### config.mk
export PLATFORM = sky130hd
export DESIGN_NAME = hazard_detection_unit_mips_flat
export DESIGN_NICKNAME = d
export VERILOG_FILES = /design/src/rtl/hazard_detection_unit_mips_if.sv /design/src/rtl/hazard_detection_unit_mips.sv /design/src/flat_wrapper.sv
export SDC_FILE = /design/constraint.sdc
export NUM_CORES = 1
export LEC_CHECK = 0
export BUFFER_PORTS_ARGS = -buffer_cell sky130_fd_sc_hd__buf_4
export CAP_MARGIN = 25
export CORE_MARGIN = 5
export CORE_UTILIZATION = 42
export CTS_BUF_LIST = sky130_fd_sc_hd__clkbuf_16
export CTS_CLUSTER_DIAMETER = 30
export DETAILED_ROUTE_END_ITERATION = 7
export PLACE_DENSITY = 0.78
export SETUP_SLACK_MARGIN = 0.4
export SYNTH_ARGS = -nofsm -noshare
export SYNTH_HDL_FRONTEND = slang
export SYNTH_SLANG_ARGS = --single-unit
### constraint.sdc
create_clock -name clk -period 2.3 [get_ports clk]
set_clock_uncertainty 0.2 [all_clocks]
set_input_delay 0.46 -clock clk [delete_from_list [all_inputs] [get_ports clk]]
set_output_delay 0.46 -clock clk [all_outputs]
set_load 0.05 [all_outputs]
### src/rtl/hazard_detection_unit_mips_if.sv
// hazard_detection_unit_mips_if: pipeline-field / control bundle between the MIPS datapath and the hazard unit.
//   Observed fields (master drives): Decode rs/rt/useReadB/store, Execute load/dest/branchTaken,
//   MemoryAccess request/ready.
//   Control results (slave drives): four stage stalls, IF/ID flush, ID/EX bubble,
//   FSM state, sticky memory timeout, stall-cycle counter.
interface hazard_detection_unit_mips_if;
  logic [4:0]  addressReadARegisterFile_Decode;
  logic [4:0]  addressReadBRegisterFile_Decode;
  logic        useReadB_Decode;
  logic        enableWriteDataMemory_Decode;
  logic        enableReadDataMemory_Execute;
  logic [4:0]  addressWriteRegisterFile_Execute;
  logic        branchTaken_Execute;
  logic        memoryRequest_MemoryAccess;
  logic        memoryReady_MemoryAccess;
  logic        stallFetch_HazardUnit;
  logic        stallDecode_HazardUnit;
  logic        stallExecute_HazardUnit;
  logic        stallMemory_HazardUnit;
  logic        flushDecode_HazardUnit;
  logic        bubbleExecute_HazardUnit;
  logic [1:0]  state_HazardUnit;
  logic        memoryTimeout_HazardUnit;
  logic [15:0] stallCycles_HazardUnit;
  modport master (
    output addressReadARegisterFile_Decode, addressReadBRegisterFile_Decode, useReadB_Decode,
           enableWriteDataMemory_Decode, enableReadDataMemory_Execute,
           addressWriteRegisterFile_Execute, branchTaken_Execute,
           memoryRequest_MemoryAccess, memoryReady_MemoryAccess,
    input  stallFetch_HazardUnit, stallDecode_HazardUnit, stallExecute_HazardUnit,
           stallMemory_HazardUnit, flushDecode_HazardUnit, bubbleExecute_HazardUnit,
           state_HazardUnit, memoryTimeout_HazardUnit, stallCycles_HazardUnit
  );
  modport slave (
    input  addressReadARegisterFile_Decode, addressReadBRegisterFile_Decode, useReadB_Decode,
           enableWriteDataMemory_Decode, enableReadDataMemory_Execute,
           addressWriteRegisterFile_Execute, branchTaken_Execute,
           memoryRequest_MemoryAccess, memoryReady_MemoryAccess,
    output stallFetch_HazardUnit, stallDecode_HazardUnit, stallExecute_HazardUnit,
           stallMemory_HazardUnit, flushDecode_HazardUnit, bubbleExecute_HazardUnit,
           state_HazardUnit, memoryTimeout_HazardUnit, stallCycles_HazardUnit
  );
endinterface

### src/rtl/hazard_detection_unit_mips.sv
// hazard_detection_unit_mips: stall/flush controller for the five-stage MIPS pipeline.
//   clk, reset_n (async active-low) plain ports; everything else via hazard_detection_unit_mips_if.slave.
//   Stall/flush/bubble outputs are combinational from current fields (priority: memory wait >
//   taken branch > load-use) and forced low during reset. state, wait counter, sticky timeout
//   and stall-cycle counter are registered.
//   Optional macro HAZARD_STALL_COUNTER_EN enables the 16-bit saturating stallCycles counter;
//   without it stallCycles_HazardUnit reads 0.
module hazard_detection_unit_mips #(
  parameter int unsigned MEM_TIMEOUT_CYCLES = 64
) (
  input logic clk,
  input logic reset_n,
  hazard_detection_unit_mips_if.slave hz
);
  typedef enum logic [1:0] {RUN = 2'd0, LOAD_STALL = 2'd1, MEM_WAIT = 2'd2} state_t;
  localparam logic [7:0] TIMEOUT = 8'(MEM_TIMEOUT_CYCLES);
  state_t state, state_next;
  logic [7:0] wait_count, wait_next;
  logic timeout;
  logic mw, lu, br;
  logic stall_f, stall_d, stall_e, stall_m, flush_d, bubble_e;
  assign mw = hz.memoryRequest_MemoryAccess && !hz.memoryReady_MemoryAccess;
  assign br = hz.branchTaken_Execute;
  // A store's data register (rt) is served by memory-to-memory forwarding, so only its base counts.
  assign lu = hz.enableReadDataMemory_Execute && hz.addressWriteRegisterFile_Execute != 5'd0 &&
              (hz.addressReadARegisterFile_Decode == hz.addressWriteRegisterFile_Execute ||
               (hz.useReadB_Decode && !hz.enableWriteDataMemory_Decode &&
                hz.addressReadBRegisterFile_Decode == hz.addressWriteRegisterFile_Execute));
  always_comb begin
    stall_f = 1'b0;
    stall_d = 1'b0;
    stall_e = 1'b0;
    stall_m = 1'b0;
    flush_d = 1'b0;
    bubble_e = 1'b0;
    state_next = RUN;
    if (mw) begin
      {stall_f, stall_d, stall_e, stall_m} = 4'b1111;
      state_next = MEM_WAIT;
    end else if (br) begin
      flush_d = 1'b1;
      bubble_e = 1'b1;
    end else if (lu) begin
      stall_f = 1'b1;
      stall_d = 1'b1;
      bubble_e = 1'b1;
      state_next = LOAD_STALL;
    end
  end
  always_ff @(posedge clk or negedge reset_n)
    if (!reset_n) state <= RUN;
    else state <= state_next;
  assign wait_next = !mw ? 8'd0 : wait_count == 8'hFF ? wait_count : wait_count + 8'd1;
  always_ff @(posedge clk or negedge reset_n)
    if (!reset_n) begin
      wait_count <= 8'd0;
      timeout <= 1'b0;
    end else begin
      wait_count <= wait_next;
      timeout <= timeout || (mw && wait_next >= TIMEOUT);
    end
  assign hz.stallFetch_HazardUnit    = reset_n && stall_f;
  assign hz.stallDecode_HazardUnit   = reset_n && stall_d;
  assign hz.stallExecute_HazardUnit  = reset_n && stall_e;
  assign hz.stallMemory_HazardUnit   = reset_n && stall_m;
  assign hz.flushDecode_HazardUnit   = reset_n && flush_d;
  assign hz.bubbleExecute_HazardUnit = reset_n && bubble_e;
  assign hz.state_HazardUnit         = state;
  assign hz.memoryTimeout_HazardUnit = timeout;
`ifdef HAZARD_STALL_COUNTER_EN
  logic [15:0] stall_cycles;
  always_ff @(posedge clk or negedge reset_n)
    if (!reset_n) stall_cycles <= 16'd0;
    else if (stall_f && stall_cycles != 16'hFFFF) stall_cycles <= stall_cycles + 16'd1;
  assign hz.stallCycles_HazardUnit = stall_cycles;
`else
  assign hz.stallCycles_HazardUnit = 16'h0000;
`endif
endmodule
### src/flat_wrapper.sv
// flat-port wrapper written by rule: the top's interface ports become plain ports
module hazard_detection_unit_mips_flat 
#(
  parameter int unsigned MEM_TIMEOUT_CYCLES = 64
)
  (clk, reset_n, hz_addressReadARegisterFile_Decode, hz_addressReadBRegisterFile_Decode, hz_useReadB_Decode, hz_enableWriteDataMemory_Decode, hz_enableReadDataMemory_Execute, hz_addressWriteRegisterFile_Execute, hz_branchTaken_Execute, hz_memoryRequest_MemoryAccess, hz_memoryReady_MemoryAccess, hz_stallFetch_HazardUnit, hz_stallDecode_HazardUnit, hz_stallExecute_HazardUnit, hz_stallMemory_HazardUnit, hz_flushDecode_HazardUnit, hz_bubbleExecute_HazardUnit, hz_state_HazardUnit, hz_memoryTimeout_HazardUnit, hz_stallCycles_HazardUnit);
  hazard_detection_unit_mips_if hz_i ();
  input logic clk;
  input logic reset_n;
  input wire logic [$bits(hz_i.addressReadARegisterFile_Decode)-1:0] hz_addressReadARegisterFile_Decode;
  input wire logic [$bits(hz_i.addressReadBRegisterFile_Decode)-1:0] hz_addressReadBRegisterFile_Decode;
  input wire logic [$bits(hz_i.useReadB_Decode)-1:0] hz_useReadB_Decode;
  input wire logic [$bits(hz_i.enableWriteDataMemory_Decode)-1:0] hz_enableWriteDataMemory_Decode;
  input wire logic [$bits(hz_i.enableReadDataMemory_Execute)-1:0] hz_enableReadDataMemory_Execute;
  input wire logic [$bits(hz_i.addressWriteRegisterFile_Execute)-1:0] hz_addressWriteRegisterFile_Execute;
  input wire logic [$bits(hz_i.branchTaken_Execute)-1:0] hz_branchTaken_Execute;
  input wire logic [$bits(hz_i.memoryRequest_MemoryAccess)-1:0] hz_memoryRequest_MemoryAccess;
  input wire logic [$bits(hz_i.memoryReady_MemoryAccess)-1:0] hz_memoryReady_MemoryAccess;
  output wire logic [$bits(hz_i.stallFetch_HazardUnit)-1:0] hz_stallFetch_HazardUnit;
  output wire logic [$bits(hz_i.stallDecode_HazardUnit)-1:0] hz_stallDecode_HazardUnit;
  output wire logic [$bits(hz_i.stallExecute_HazardUnit)-1:0] hz_stallExecute_HazardUnit;
  output wire logic [$bits(hz_i.stallMemory_HazardUnit)-1:0] hz_stallMemory_HazardUnit;
  output wire logic [$bits(hz_i.flushDecode_HazardUnit)-1:0] hz_flushDecode_HazardUnit;
  output wire logic [$bits(hz_i.bubbleExecute_HazardUnit)-1:0] hz_bubbleExecute_HazardUnit;
  output wire logic [$bits(hz_i.state_HazardUnit)-1:0] hz_state_HazardUnit;
  output wire logic [$bits(hz_i.memoryTimeout_HazardUnit)-1:0] hz_memoryTimeout_HazardUnit;
  output wire logic [$bits(hz_i.stallCycles_HazardUnit)-1:0] hz_stallCycles_HazardUnit;
  assign hz_i.addressReadARegisterFile_Decode = hz_addressReadARegisterFile_Decode;
  assign hz_i.addressReadBRegisterFile_Decode = hz_addressReadBRegisterFile_Decode;
  assign hz_i.useReadB_Decode = hz_useReadB_Decode;
  assign hz_i.enableWriteDataMemory_Decode = hz_enableWriteDataMemory_Decode;
  assign hz_i.enableReadDataMemory_Execute = hz_enableReadDataMemory_Execute;
  assign hz_i.addressWriteRegisterFile_Execute = hz_addressWriteRegisterFile_Execute;
  assign hz_i.branchTaken_Execute = hz_branchTaken_Execute;
  assign hz_i.memoryRequest_MemoryAccess = hz_memoryRequest_MemoryAccess;
  assign hz_i.memoryReady_MemoryAccess = hz_memoryReady_MemoryAccess;
  assign hz_stallFetch_HazardUnit = hz_i.stallFetch_HazardUnit;
  assign hz_stallDecode_HazardUnit = hz_i.stallDecode_HazardUnit;
  assign hz_stallExecute_HazardUnit = hz_i.stallExecute_HazardUnit;
  assign hz_stallMemory_HazardUnit = hz_i.stallMemory_HazardUnit;
  assign hz_flushDecode_HazardUnit = hz_i.flushDecode_HazardUnit;
  assign hz_bubbleExecute_HazardUnit = hz_i.bubbleExecute_HazardUnit;
  assign hz_state_HazardUnit = hz_i.state_HazardUnit;
  assign hz_memoryTimeout_HazardUnit = hz_i.memoryTimeout_HazardUnit;
  assign hz_stallCycles_HazardUnit = hz_i.stallCycles_HazardUnit;
  hazard_detection_unit_mips #(.MEM_TIMEOUT_CYCLES(MEM_TIMEOUT_CYCLES)) u_core (.clk(clk), .reset_n(reset_n), .hz(hz_i));
endmodule
==> results of run 1 <==
## routing by layer
metal | share of wire | vias up | track usage
met5 | 0 | - | 0
met4 | 0.026 | 0 | 0.115
met3 | 0.082 | 4 | 0.0423
met2 | 0.54 | 32 | 0.290
met1 | 0.35 | 327 | 0.161
li1 | - | 355 | -
## flip-flops by register name, summed over array words and instances (netlist names)
signal	flops
u_core.hz.memoryTimeout_HazardUnit	1
u_core.wait_count	8
u_core.hz.state_HazardUnit	2
## cell usage in the layout (no fill, tap or decap), types with 3 or more instances in the layout
| cell type | n |
|---|---|
| nand3_1 | 3 |
| a21oi_1 | 3 |
| xor2_1 | 3 |
| buf_8 | 3 |
| inv_1 | 3 |
| dfrtp_1 | 11 |
| xnor2_1 | 6 |
| conb_1 | 16 |
| buf_6 | 5 |
| clkbuf_16 | 3 |
| nor2_1 | 5 |
| inv_4 | 3 |
| buf_4 | 28 |
## stage by stage
stage	setup slack, ps	hold WS (ps)
2_1_floorplan	-438	-35.6
4_1_cts	4.75	212
5_1_grt	-57.8	218
6_report	11.1	220
3_3_place_gp	-124	84.8
3_5_place_dp	-170	85.3
## kinds of logic (layout without fill, tap and decap cells)
group / count (synthesis) / in the layout / share of synthesized area
buf+inv: 27 / 50 / 0.214
simple gates: 25 / 25 / 0.182
compound gates: 14 / 14 / 0.115
flops: 11 / 11 / 0.346
xor+xnor: 10 / 10 / 0.110
fa+ha+maj: 1 / 1 / 0.0157
other cells: 1 / 16 / 0.00471
mux: 1 / 1 / 0.0126
## path summary, 6_finish.rpt
check                      slack, ps                                 end                                    from
setup reg to reg                 540  u_core.hz.memoryTimeout_HazardUnit                    u_core.wait_count[1]
max in group asynchronous       1170  u_core.hz.memoryTimeout_HazardUnit                                 reset_n
min in group asynchronous        480                u_core.wait_count[4]                                 reset_n
setup / recovery                  10            hz_stallFetch_HazardUnit  hz_addressWriteRegisterFile_Execute[0]
hold / removal                   220       u_core.hz.state_HazardUnit[0]                  hz_branchTaken_Execute
hold reg to reg                  270  u_core.hz.memoryTimeout_HazardUnit      u_core.hz.memoryTimeout_HazardUnit
## timing repair
action,4_1_cts,5_1_grt
resized for setup,17,7
endpoints found under the setup margin,3,4
buffers inserted,2,1
hold buffers,2,0
hold endpoints to repair,7,0
pin swaps,10,4
## power groups by stage
stage                     Clock (W)  Combinational, W  Sequential [W]
final                      0.000311          0.000200        0.000202
after global routing       0.000328          0.000212        0.000202
after CTS                  0.000319          0.000195        0.000202
after detailed placement          0          0.000180        0.000204
after global placement            0          0.000178        0.000204
after floorplan                   0          0.000136        0.000214
## layout make-up
| class | count | share of cell area |
|---|---|---|
| inverter | 8 | 0.0333 |
| timing repair buffer | 38 | 0.267 |
| sequential | 11 | 0.222 |
| tap | 25 | 0.0252 |
| multi-input combinational | 67 | 0.388 |
| clock buffer | 3 | 0.0605 |
| clock inverter | 1 | 0.00303 |
==> results.sh, run 1 <==
export IMPL_start_util=0.451
export IMPL_combPwrFrac=0.281
export IMPL_fin_util=0.703
export IMPL_portBuffers=31
export IMPL_cp_top_family="compound AO/OA/AOI/OAI gates"
export IMPL_internal_power_w=0.000495
export IMPL_placed_area_sq_um=1040
export IMPL_num_vias=718
export IMPL_fillCellCount=138
export IMPL_grt_use_total=0.162
export IMPL_synth_seq_area_share=0.346
export IMPL_synth_cells=90
export IMPL_setup_viol=0
export IMPL_row_count=15
export IMPL_p_sw_frac=0.306
export IMPL_fin_crit_sh=0.995
export IMPL_seqCellArea_sq_um=275
export IMPL_worstPathArrival_ps=1630
export IMPL_grt_pass1_wl_um=3240
export IMPL_synth_common_cells="buf_4 (18), dfrtp_1 (11), inv_1 (8), xnor2_1 (6), nor2_1 (5)"
export IMPL_drcViolationCount=0
export IMPL_cts_htree_levels=1
export IMPL_crit_buf_inv=2
export IMPL_cap_viol_max_count=0
export IMPL_cts_buffers=3
export IMPL_total_power_w=0.000713
export IMPL_root_buffer="clkbuf_16"
export IMPL_vdd_drop_max_mv=0.375
export IMPL_wl_per_cell_um=12.8
export IMPL_drtIter0Drc=10
export IMPL_grt_ovfl_total=0
export IMPL_seq_power_share=0.283
export IMPL_synth_edf_count=0
export IMPL_hold_class="input pin to register"
export IMPL_die_area_sq_um=2860
export IMPL_die_h_um=53.5
export IMPL_cp_data_required_time_ps=1640
export IMPL_leakage_nw=0.628
export IMPL_finalMaxSlewViolations=0
export IMPL_avgSynthCellArea_sq_um=8.84
export IMPL_synthToLayoutAreaGrowth_pct=55.8
export IMPL_clock_sinks=11
export IMPL_ys_top_cells_by_area="dfrtp_1 (35%), buf_4 (17%), xnor2_1 (6.6%)"
export IMPL_antenna_found_initial=0
export IMPL_hold_violations=0
export IMPL_nets=153
export IMPL_cts_tree="built"
export IMPL_rr_worst_depth=5
export IMPL_coreArea_sq_um=1760
export IMPL_criticalPathCategory="input pin to primary output"
export IMPL_routed_wl_um=1960
export IMPL_netlist_area_sq_um=796
export IMPL_crit_chain="buf_8 > xor2_2 > nor4_2 > a21oi_2 > o41ai_4 > buf_6"
export IMPL_grt_start_max_net_pins=10
export IMPL_synth_cell_types=30
export IMPL_power_density_nw_per_um2=575
export IMPL_postLayoutCellArea_sq_um=1240
export IMPL_hpwl_um=1570
export IMPL_ios=48
export IMPL_rsz0062_at_grt="true"
export IMPL_period_needed_ps=2290
export IMPL_power_share_clock=0.436
export IMPL_cts_path_max_buffers=2
export IMPL_ys_async_sr_fraction=1.00
export IMPL_vias_per_cell=4.69
export IMPL_ys_flop_type="dfrtp_1"
export IMPL_ant_nets=0
export IMPL_die_width_um=53.5
export IMPL_path_depth=6
export IMPL_clk_pin_slew_worst_paths_ps=40
export IMPL_gp_congestion=0.785
export IMPL_cpPeakStageDelay_ps=280
export IMPL_crit_path_end_kind="primary output"
export IMPL_first_global_vias=758
export IMPL_status="finished, final reports clean"
export IMPL_synth_most_common_cell="buf_4"
export IMPL_final_cells=153
export IMPL_cp_start_kind="input pin"
export IMPL_clk_insertion_delay_late_ps=240
export IMPL_yosys_warnings=0
export IMPL_drive_gt1_frac=0.445
export IMPL_synth_seq_cells=11
export IMPL_fmax_ghz=0.437
export IMPL_multi_input_area_sq_um=482
export IMPL_path_max_fanout=3
export IMPL_firstDrtPassIters=4
export IMPL_netSwitchingPower_w=0.000218
export IMPL_whs_path_depth=2
export IMPL_synth_largest_area_cell="dfrtp_1"
export IMPL_antenna_cells=0
export IMPL_tns_ps=0
export IMPL_cpMaxStageDelayCell="o41ai_4"
export IMPL_synth_top_area_frac=0.346
export IMPL_post_place_cells=144
Note: power is estimated with default switching activity, not from simulation.
==> inputs of run 2 (changes only) <==
- CORE_ASPECT_RATIO: not set -> 0.9
- CORE_UTILIZATION: 42 -> 30
- PLACE_DENSITY: 0.78 -> not set
==> results.sh, run 2 (same netlist as run 1, synthesis figures left out) <==
export IMPL_firstDrtPassIters=3
export IMPL_ant_nets=0
export IMPL_p_sw_frac=0.305
export IMPL_finalMaxSlewViolations=0
export IMPL_netSwitchingPower_w=0.000215
export IMPL_die_h_um=58.9
export IMPL_cpMaxStageDelayCell="a222oi_1"
export IMPL_final_common_cell="buf_4"
export IMPL_min_to="u_core.hz.state_HazardUnit[0]"
export IMPL_seq_power_share=0.286
export IMPL_combPwrFrac=0.275
export IMPL_power_share_clock=0.439
export IMPL_die_width_um=64.3
export IMPL_largest_register="u_core.wait_count"
export IMPL_start_util=0.320
export IMPL_drive_gt1_frac=0.425
export IMPL_synthToLayoutAreaGrowth_pct=51.9
export IMPL_criticalPathCategory="input pin to primary output"
export IMPL_internal_power_w=0.000490
export IMPL_root_buffer="clkbuf_16"
export IMPL_fin_hold_ws_ps=222
export IMPL_hp_start="hz_branchTaken_Execute"
export IMPL_rr_worst_depth=5
export IMPL_grt_start_max_net_pins=10
export IMPL_cts_path_max_buffers=2
export IMPL_rsz0062_at_grt="true"
export IMPL_hpwl_um=1610
export IMPL_final_cell_mix="buf_4 (30), conb_1 (16), dfrtp_1 (11)"
export IMPL_ios=48
export IMPL_cpPeakStageDelay_ps=410
export IMPL_antenna_found_initial=0
export IMPL_crit_path_end_kind="primary output"
export IMPL_wl_per_cell_um=12.8
export IMPL_grt_pass1_wl_um=3240
export IMPL_reg2reg_slack_ps=480
export IMPL_clock_sinks=11
export IMPL_row_count=17
export IMPL_fin_crit_sh=0.999
export IMPL_period_needed_ps=2300
export IMPL_cp_top_family="compound AO/OA/AOI/OAI gates"
export IMPL_vdd_drop_max_mv=0.511
export IMPL_status="finished, final reports clean"
export IMPL_num_vias=728
export IMPL_path_max_fanout=3
export IMPL_grt_use_total=0.109
export IMPL_leakage_nw=0.621
export IMPL_portBuffers=31
export IMPL_cts_htree_levels=1
export IMPL_timing_rr_end="u_core.hz.memoryTimeout_HazardUnit"
export IMPL_fin_util=0.486
export IMPL_fmax_ghz=0.435
export IMPL_whs_path_depth=2
export IMPL_cp_start_kind="input pin"
export IMPL_first_global_vias=781
export IMPL_cts_tree="built"
export IMPL_coreArea_sq_um=2490
export IMPL_power_density_nw_per_um2=584
export IMPL_tns_ps=0
export IMPL_hold_class="input pin to register"
export IMPL_antenna_cells=0
export IMPL_fillCellCount=239
export IMPL_drtIter0Drc=12
export IMPL_cap_viol_max_count=0
export IMPL_total_power_w=0.000705
export IMPL_crit_buf_inv=3
export IMPL_vias_per_cell=4.70
export IMPL_nets=152
export IMPL_cp_data_required_time_ps=1640
export IMPL_setup_viol=0
export IMPL_clk_pin_slew_worst_paths_ps=40
export IMPL_routed_wl_um=1990
export IMPL_drcViolationCount=0
export IMPL_clk_insertion_delay_late_ps=240
export IMPL_hold_violations=0
export IMPL_gp_congestion=0.731
export IMPL_largest_register_ffs=8
export IMPL_rr_startpoint="u_core.wait_count[0]"
export IMPL_worstPathArrival_ps=1640
export IMPL_grt_ovfl_total=0
export IMPL_crit_chain="buf_8 > inv_4 > a222oi_1 > a21oi_2 > o41ai_4 > buf_6"
export IMPL_cts_buffers=3
export IMPL_die_area_sq_um=3780
-- run 2: cell types whose count changed in the layout (fill, tap and decap cells not counted) --
cell and delta:
inv_1 +1, buf_8 -2, o21ai_2 +1, ha_2 -1, buf_6 -1, o21ai_1 -1, inv_4 -1, xor2_2 -1
buf_4 +2, ha_1 +1, xor2_1 +1
-- run 2: per-layer routing --
metal  vias to the layer above  global-route usage  wire length (um)
met4                         0              0.0523                36
met2                        33               0.183              1010
met1                       338               0.118               739
li1                        352                   -                 -
met5                         -                   0                 0
met3                         5              0.0458               203
-- run 2: area by class of cell --
class | count | area [sq um] | area share
clock buffer | 3 | 75.1 | 0.0621
tap | 28 | 35.0 | 0.0290
multi-input combinational | 67 | 475 | 0.393
timing repair buffer | 37 | 305 | 0.253
clock inverter | 1 | 3.75 | 0.00311
inverter | 8 | 38.8 | 0.0321
sequential | 11 | 275 | 0.228
-- run 2: worst max-delay path by stage --
stage                                           startpoint                     endpoint  slack, ps  cells past startpoint
floorplan           hz_addressWriteRegisterFile_Execute[1]     hz_stallFetch_HazardUnit       -440                      5
finish              hz_addressWriteRegisterFile_Execute[2]    hz_stallDecode_HazardUnit          3                      6
detailed placement  hz_addressWriteRegisterFile_Execute[1]    hz_stallDecode_HazardUnit       -150                      6
global route        hz_addressWriteRegisterFile_Execute[2]     hz_stallFetch_HazardUnit       -100                      6
global placement    hz_addressWriteRegisterFile_Execute[1]    hz_stallDecode_HazardUnit       -150                      6
CTS                 hz_addressWriteRegisterFile_Execute[4]  hz_bubbleExecute_HazardUnit        -10                      6
-- run 2: per-stage QoR --
step	area, sq um	setup slack [ps]	instances
final	1210	2.81	155
after global routing	1210	-101	155
after CTS	1190	-13.4	154
after detailed placement	1050	-153	148
after global placement	1050	-152	148
after floorplan	913	-438	105
-- run 2: timing repair --
action / in CTS / in global routing
hold buffers: 2 / 0
gates cloned: 0 / 0
gates resized for setup: 14 / 2
buffers inserted: 0 / 1
endpoints found under the setup margin: 3 / 4
pin swaps: 10 / 2
hold endpoints to repair: 2 / 0
-- run 2: power groups by stage --
stage                     sequential [W]  combinational [W]  clock [W]
after floorplan                 0.000214           0.000136          0
after global placement          0.000204           0.000180          0
after detailed placement        0.000204           0.000182          0
after CTS                       0.000202           0.000192   0.000316
after global routing            0.000202           0.000205   0.000332
final                           0.000202           0.000194   0.000310
-- run 2: worst reg2reg max path, stage by stage, from the launching register on --
cell,delay [ps]
dfrtp_1,380
ha_1,230
and4_4,280
and4b_1,210
nor3_1,60
or3_1,340
==> inputs of run 3 (changes only) <==
--- a/constraint.sdc
+++ b/constraint.sdc
@@ -4,2 +4,2 @@
 set_output_delay 0.46 -clock clk [all_outputs]
-set_load 0.05 [all_outputs]
+set_load 0.1 [all_outputs]
==> results.sh, run 3 (same netlist as run 1, synthesis figures left out) <==
export IMPL_cts_tree="built"
export IMPL_final_cells=161
export IMPL_portBuffers=31
export IMPL_final_cell_mix="buf_4 (32), conb_1 (16), dfrtp_1 (11)"
export IMPL_setup_viol=3
export IMPL_firstDrtPassIters=4
export IMPL_post_place_cells=150
export IMPL_status="finished with violations"
export IMPL_leakage_nw=0.652
export IMPL_fin_crit_sh=1.07
export IMPL_tightest_slew_ps=504
export IMPL_finalMaxSlewViolations=0
export IMPL_grt_ovfl_total=0
export IMPL_drcViolationCount=0
export IMPL_power_share_clock=0.384
export IMPL_gp_congestion=0.726
export IMPL_synthToLayoutAreaGrowth_pct=66.4
export IMPL_antenna_cells=0
export IMPL_grt_use_met1=0.144
export IMPL_drtIter0Drc=16
export IMPL_row_count=17
export IMPL_cap_viol_max_count=0
export IMPL_cts_htree_levels=1
export IMPL_num_vias=744
export IMPL_seq_power_share=0.245
export IMPL_grt_start_max_net_pins=12
export IMPL_cp_start_kind="input pin"
export IMPL_antenna_found_initial=0
export IMPL_rsz0062_at_grt="true"
export IMPL_gr_usage_met3=0.0305
export IMPL_die_h_um=58.9
export IMPL_grt_busiest_layer="met2"
export IMPL_ios=48
export IMPL_clk_insertion_delay_late_ps=240
export IMPL_vias_per_cell=4.62
export IMPL_violations="negative setup slack"
export IMPL_combPwrFrac=0.371
export IMPL_fmax_ghz=0.408
export IMPL_clock_sinks=11
export IMPL_grt_pass1_wl_um=3420
export IMPL_root_buffer="clkbuf_16"
export IMPL_netSwitchingPower_w=0.000317
export IMPL_internal_power_w=0.000504
export IMPL_cts_path_max_buffers=2
export IMPL_first_global_vias=750
export IMPL_largest_register_ffs=8
export IMPL_period_needed_ps=2450
export IMPL_slew_headroom=0.663
export IMPL_vdd_drop_max_mv=0.500
export IMPL_die_area_sq_um=3780
export IMPL_p_sw_frac=0.386
export IMPL_hpwl_um=1660
export IMPL_drive_gt1_frac=0.489
export IMPL_met2_usage=0.192
export IMPL_largest_register="u_core.wait_count"
export IMPL_grt_use_total=0.114
export IMPL_hold_class="input pin to register"
export IMPL_final_common_cell="buf_4"
export IMPL_power_density_nw_per_um2=620
export IMPL_coreArea_sq_um=2490
export IMPL_ant_nets=0
export IMPL_die_width_um=64.3
export IMPL_setup_slack_ps=-153
export IMPL_path_max_fanout=3
export IMPL_nets=158
export IMPL_cts_buffers=3
export IMPL_crit_path_end_kind="primary output"
export IMPL_cp_data_required_time_ps=1640
export IMPL_criticalPathCategory="input pin to primary output"
export IMPL_routed_wl_um=2210
export IMPL_wl_per_cell_um=13.7
export IMPL_hold_violations=0
export IMPL_start_util=0.320
export IMPL_tns_ps=-393
export IMPL_clk_pin_slew_worst_paths_ps=40
export IMPL_worstPathArrival_ps=1790
-- run 3: changes by cell type in the layout (fill, tap and decap cells not counted), sizes merged --
cell,before,now
buf,35,42
inv,8,6
clkinv,0,1
clkinvlp,1,2
dlygate4sd3,2,1
-- run 3: power groups by stage --
stage               logic (W)  registers (W)  clock network [W]
global route         0.000316       0.000202           0.000330
finish               0.000304       0.000201           0.000315
detailed placement   0.000277       0.000204                  0
CTS                  0.000293       0.000201           0.000321
global placement     0.000275       0.000204                  0
floorplan            0.000218       0.000225                  0
-- run 3: layout make-up --
| type | instances | area [sq um] |
|---|---|---|
| tap | 28 | 35.0 |
| inverter | 8 | 47.5 |
| clock inverter | 1 | 3.75 |
| clock buffer | 3 | 75.1 |
| timing repair buffer | 43 | 375 |
| multi-input combinational | 67 | 512 |
| sequential | 11 | 275 |
| fill | 221 | 1160 |
-- run 3: metal layers --
metal,part of all wire,vias to the layer above
li1,-,366
met1,0.40,347
met2,0.53,28
met3,0.060,3
met4,0.0068,0
met5,0,-
-- run 3: through the flow --
step / util / total power [W] / worst slack (ps) / hold WS, ps / area (sq um)
after floorplan: - / 0.000443 / -1010 / -35.6 / 952
after global placement: 0.440 / 0.000479 / -323 / 225 / 1090
after detailed placement: 0.440 / 0.000481 / -452 / 231 / 1090
after CTS: 0.506 / 0.000815 / -149 / 237 / 1260
after global routing: 0.532 / 0.000848 / -202 / 245 / 1320
final: 0.532 / 0.000821 / -153 / 240 / 1320
-- run 3: critical path, cell delays in order --
cell,delay (ps)
buf_8,110
clkinv_4,40
o211ai_1,90
nor4_2,360
a21oi_2,160
o41ai_4,300
buf_6,280
-- run 3: path summary, 6_finish.rpt --
check / endpoint / depth (start not counted) / start / slack (ps)
setup / recovery: hz_stallFetch_HazardUnit / 7 / hz_addressWriteRegisterFile_Execute[3] / -150
hold / removal: u_core.hz.state_HazardUnit[0] / 2 / hz_branchTaken_Execute / 240
setup reg to reg: u_core.hz.memoryTimeout_HazardUnit / 5 / u_core.wait_count[1] / 540
hold reg to reg: u_core.hz.memoryTimeout_HazardUnit / 1 / u_core.hz.memoryTimeout_HazardUnit / 270
max in group asynchronous: u_core.hz.state_HazardUnit[0] / 3 / reset_n / 870
min in group asynchronous: u_core.wait_count[3] / 3 / reset_n / 690
-- run 3: what timing repair did --
item | CTS | global route
endpoints found under the hold margin | 11 | 0
buffers inserted | 3 | 3
pin swaps | 8 | 2
gates resized for setup | 16 | 10
hold buffers | 1 | 0
endpoints found under the setup margin | 6 | 7
